--- src/rtl/micro_sequencer_if.sv ---
// Signal bundle between the micro-sequencer, the microcode ROM, the CPU bus and the register file.
// The master modport is the sequencer side. The slave modport is everything around it.
interface micro_sequencer_if #(
  parameter int NREGS = 8
);
  logic [15:0]      bus;
  logic [15:0]      uinstr;
  logic             ready;
  logic [10:0]      uaddr;
  logic [7:0]       opcode;
  logic [2:0]       tstate;
  logic [NREGS-1:0] load_bar;
  logic [2:0]       bus_sel;
  logic             bus_en_bar;
  logic [4:0]       aux;
  logic             halted;

  modport master (
    input  bus, uinstr, ready,
    output uaddr, opcode, tstate, load_bar, bus_sel, bus_en_bar, aux, halted
  );

  modport slave (
    output bus, uinstr, ready,
    input  uaddr, opcode, tstate, load_bar, bus_sel, bus_en_bar, aux, halted
  );
endinterface

--- src/rtl/micro_sequencer.sv ---
// Control-unit front end: instruction register, T-state counter and microinstruction decode.
// Load strobes are combinational from uinstr, so registers load on the same edge that advances tstate.
module micro_sequencer #(
  parameter int NSTEPS = 8,
  parameter int NREGS  = 8
) (
  input  logic               clk,
  input  logic               reset_bar,
  micro_sequencer_if.master  sif
);
  localparam logic [2:0] LAST_STEP = 3'(NSTEPS - 1);

  typedef enum logic {ST_RUN, ST_HALT} state_t;

  state_t           state_reg, state_next;
  logic [2:0]       tstate_reg, tstate_next;
  logic [7:0]       opcode_reg, opcode_next;
  logic [NREGS-1:0] strobe_n;

  logic       rt, halt, irl, be, le;
  logic [2:0] load_sel;
  logic       halted, active;

  assign rt       = sif.uinstr[15];
  assign halt     = sif.uinstr[14];
  assign irl      = sif.uinstr[13];
  assign be       = sif.uinstr[9];
  assign le       = sif.uinstr[8];
  assign load_sel = sif.uinstr[7:5];

  assign halted = (state_reg == ST_HALT);
  assign active = reset_bar & ~halted & sif.ready;

  always_ff @(posedge clk or negedge reset_bar) begin
    if (!reset_bar) begin
      state_reg  <= ST_RUN;
      tstate_reg <= 3'd0;
      opcode_reg <= 8'h00;
    end else begin
      state_reg  <= state_next;
      tstate_reg <= tstate_next;
      opcode_reg <= opcode_next;
    end
  end

  // HALT freezes tstate even when RT or the wrap point coincide; IRL still loads.
  always_comb begin
    state_next  = state_reg;
    tstate_next = tstate_reg;
    opcode_next = opcode_reg;
    if (active) begin
      if (irl)
        opcode_next = sif.bus[15:8];
      if (halt)
        state_next = ST_HALT;
      else if (rt || tstate_reg == LAST_STEP)
        tstate_next = 3'd0;
      else
        tstate_next = tstate_reg + 3'd1;
    end
  end

  // If-based decode: an unknown uinstr or ready falls to the all-ones default, never to a multi-hot strobe.
  always_comb begin
    strobe_n = '1;
    if (active && le) begin
      for (int i = 0; i < NREGS; i++) begin
        if (load_sel == 3'(i))
          strobe_n[i] = 1'b0;
      end
    end
  end

  assign sif.load_bar   = strobe_n;
  assign sif.bus_en_bar = ~(reset_bar & ~halted & be);
  assign sif.bus_sel    = sif.uinstr[12:10];
  assign sif.aux        = sif.uinstr[4:0];
  assign sif.uaddr      = {opcode_reg, tstate_reg};
  assign sif.opcode     = opcode_reg;
  assign sif.tstate     = tstate_reg;
  assign sif.halted     = halted;
endmodule

--- src/flat_wrapper.sv ---
// flat-port wrapper written by rule: the top's interface ports become plain ports
module micro_sequencer_flat 
#(
  parameter int NSTEPS = 8,
  parameter int NREGS  = 8
)
  (clk, reset_bar, sif_bus, sif_uinstr, sif_ready, sif_uaddr, sif_opcode, sif_tstate, sif_load_bar, sif_bus_sel, sif_bus_en_bar, sif_aux, sif_halted);
  micro_sequencer_if #(.NREGS(NREGS)) sif_i ();
  input  logic clk;
  input  logic reset_bar;
  input wire logic [$bits(sif_i.bus)-1:0] sif_bus;
  input wire logic [$bits(sif_i.uinstr)-1:0] sif_uinstr;
  input wire logic [$bits(sif_i.ready)-1:0] sif_ready;
  output wire logic [$bits(sif_i.uaddr)-1:0] sif_uaddr;
  output wire logic [$bits(sif_i.opcode)-1:0] sif_opcode;
  output wire logic [$bits(sif_i.tstate)-1:0] sif_tstate;
  output wire logic [$bits(sif_i.load_bar)-1:0] sif_load_bar;
  output wire logic [$bits(sif_i.bus_sel)-1:0] sif_bus_sel;
  output wire logic [$bits(sif_i.bus_en_bar)-1:0] sif_bus_en_bar;
  output wire logic [$bits(sif_i.aux)-1:0] sif_aux;
  output wire logic [$bits(sif_i.halted)-1:0] sif_halted;
  assign sif_i.bus = sif_bus;
  assign sif_i.uinstr = sif_uinstr;
  assign sif_i.ready = sif_ready;
  assign sif_uaddr = sif_i.uaddr;
  assign sif_opcode = sif_i.opcode;
  assign sif_tstate = sif_i.tstate;
  assign sif_load_bar = sif_i.load_bar;
  assign sif_bus_sel = sif_i.bus_sel;
  assign sif_bus_en_bar = sif_i.bus_en_bar;
  assign sif_aux = sif_i.aux;
  assign sif_halted = sif_i.halted;
  micro_sequencer #(.NSTEPS(NSTEPS), .NREGS(NREGS)) u_core (.clk(clk), .reset_bar(reset_bar), .sif(sif_i));
endmodule
--- config.mk ---
export PLATFORM = sky130hd
export DESIGN_NAME = micro_sequencer_flat
export DESIGN_NICKNAME = d
export VERILOG_FILES = /design/src/rtl/micro_sequencer_if.sv /design/src/rtl/micro_sequencer.sv /design/src/flat_wrapper.sv
export SDC_FILE = /design/constraint.sdc
export NUM_CORES = 1
export LEC_CHECK = 0
export ABC_AREA = 0
export BUFFER_PORTS_ARGS = -buffer_cell sky130_fd_sc_hd__buf_2
export CAP_MARGIN = 0
export CORE_MARGIN = 5
export CORE_UTILIZATION = 31
export CTS_CLUSTER_DIAMETER = 80
export DETAILED_ROUTE_END_ITERATION = 16
export PLACE_DENSITY = 0.84
export REMOVE_ABC_BUFFERS = 1
export SETUP_SLACK_MARGIN = 0.15
export SKIP_CTS_REPAIR_TIMING = 1
export SLEW_MARGIN = 15
export SYNTH_ARGS = -nofsm -noshare
export SYNTH_HDL_FRONTEND = slang
export SYNTH_SLANG_ARGS = --single-unit
--- constraint.sdc ---
create_clock -name clk -period 1.2 [get_ports clk]
set_input_delay 0.18 -clock clk [delete_from_list [all_inputs] [get_ports clk]]
set_output_delay 0.18 -clock clk [all_outputs]
set_load 0.03 [all_outputs]
==> run metrics <==
YS warnings=0; share of cells above drive strength 1=75.2%; Slew @ Worst Pin=0.230 ns; Final nets=147; initial cell density of the core=33.2%; critical path launch point type=flip-flop; H-tree levels=1; drt wl/cell=16.0 µm; post-synthesis sequential area ratio=40.1%; max cap viols=0; top cell type's share of synthesized area=40.1%; maximum buffer depth of the clock tree=2; Synth Register Bits=12; number of global-route vias before repair=564; Leakage=0.609 nW; Sequential Power Share=31.6%; # clock sinks=12; Worst IR Drop VDD=907 µV; DP Wirelength=1.48 mm; Final Hold Fails=0; Hold WC Path Type=input pin to flip-flop; most frequent cells in the layout=36 x buf_6, 18 x buf_2, 11 x dfrtp_1, 8 x mux2_2, 6 x buf_4; RePlAce Congestion=0.747; Residual DRC=0; Yosys cell types=17; minimum clock period=1.58 ns; Hold WS=0.139 ns; drt pass-1 iters=3; total CTS buffers=3; Max Clk Rate=633 MHz; worst setup margin=-0.380 ns; largest net degree at the start of global routing=9; CTS root buffer=clkbuf_4; standard-cell rows=17; Worst slew margin=84.6%; most common cell after layout, fill and taps aside=buf_6; Worst Clk Skew=0.00110 ns; I/O Buffers=50; vias per cell=4.82; clock share of power=18.0%; Die H=59.2 µm; Global Route Usage Sum=9.79%; Setup crit end kind=output pin; first-pass GRT wire length=2.61 mm; CP max FO=8; synth top area cells=dfrtp_1 40%, buf_4 19%, mux2_2 17%; Sw Ratio=38.0%; clock transition at the registers of the reported paths=0.08 ns; Iteration-0 DRC Markers=31; pre-CTS setup slack=-0.157 ns; RSZ-0062 raised after global routing=yes; grt total ovfl=0; Area growth syn-to-layout=66.9%; status=finished with violations; later-pin clock latency in the skew report=0.27 ns; antenna viol nets, final=0; Crit Path Category=flip-flop to output pin; Die ar.=3500 µm²; final wirelength=2.19 mm; Yosys top cell by area=dfrtp_1; I/O pins=75; internal power=1.10 mW; period utilisation layout=132%; violated checks=setup timing; Placed Cells=127; Syn Inst Count=64; overall die width=59.2 µm; initial antenna violation count=0; PD cells=1420 nW/µm²; Max Slew Vio Count=0; final setup vio count=22; Critical Path RT=1.02 ns; synthesized area per cell=11.7 µm²; final cell count without fillers=137; arrival time worst endpoint=1.40 ns; Inserted Diodes=0; Comb pwr share=50.4%; max reg flops=8; Layout Utilization=55.5%; Synth Cell Area=749 µm²; core area=2250 µm²; DR vias=660; net load switching power=0.673 mW; TritonCTS clock tree=done
## power groups by stage
stage	Clock, mW	Sequential, mW	Combinational (mW)
after global routing	0.357	0.573	0.929
after CTS	0.337	0.527	0.646
after detailed placement	0	0.536	0.646
after floorplan	0	0.852	0.0838
after global placement	0	0.527	0.640
final	0.319	0.560	0.894
## cells by family (layout without fill, tap and decap cells)
family	count (synthesis)	in the layout	synth area share, %
AO/OA/AOI/OAI	1	1	1.17
adder cells (fa/ha/maj)	2	2	3.34
buffers and inverters	20	65	19.7
flip-flops	12	12	40.1
multiplexers	11	11	16.5
AND/OR/NAND/NOR	18	18	19.2
## cell usage after synthesis, drive strengths merged
library cell and number:
and4bb 1, nor2b 2, nand4b 2, and4b 1, nand3b 4, ha 2
a31o 1, nor3b 2, buf 20, nor3 1, nor2 1, dfrtp 12
nand3 3, nand4 1, mux2 11
## final timing paths
kind                                       from                    to  slack (ns)  cells after the start
max                           u_core.sif.halted       sif_load_bar[3]       -0.38                      3
min                                 sif_bus[11]  u_core.sif.opcode[3]        0.14                      2
max reg2reg                   u_core.sif.halted  u_core.sif.tstate[2]       -0.16                      3
min reg2reg                u_core.sif.opcode[5]  u_core.sif.opcode[5]        0.58                      1
max in group asynchronous             reset_bar  u_core.sif.opcode[1]        0.55                      3
min in group asynchronous             reset_bar     u_core.sif.halted        0.51                      3
## per-layer routing
| metal | up-vias | routed length [µm] | track usage, % |
|---|---|---|---|
| met2 | 47 | 1120 | 16.1 |
| met1 | 312 | 744 | 10.9 |
| li1 | 299 | - | - |
| met3 | 2 | 302 | 5.23 |
| met4 | 0 | 19 | 2.91 |
| met5 | - | 0 | 0 |
## layout make-up
class / instances / area, µm²
clock buffers: 4 / 36.3
flip-flops and latches: 12 / 302
multi-input cells: 32 / 328
fillers: 187 / 1000
well taps: 28 / 35.0
repair buffers: 61 / 551
## worst max-delay path: stages (launching register included)
cell	delay (ns)
dfrtp_2	0.43
and4b_2	0.37
nand4b_1	0.16
buf_6	0.18
## through the flow
step	power [mW]	instance area (µm²)	setup TNS, ns
2_1_floorplan	0.935	602	-2.80
3_3_place_gp	1.17	925	-0.366
3_5_place_dp	1.18	925	-0.743
4_1_cts	1.51	961	-3.29
5_1_grt	1.86	1250	-4.72
6_report	1.77	1250	-3.76
(Power assumes the default switching activity.)
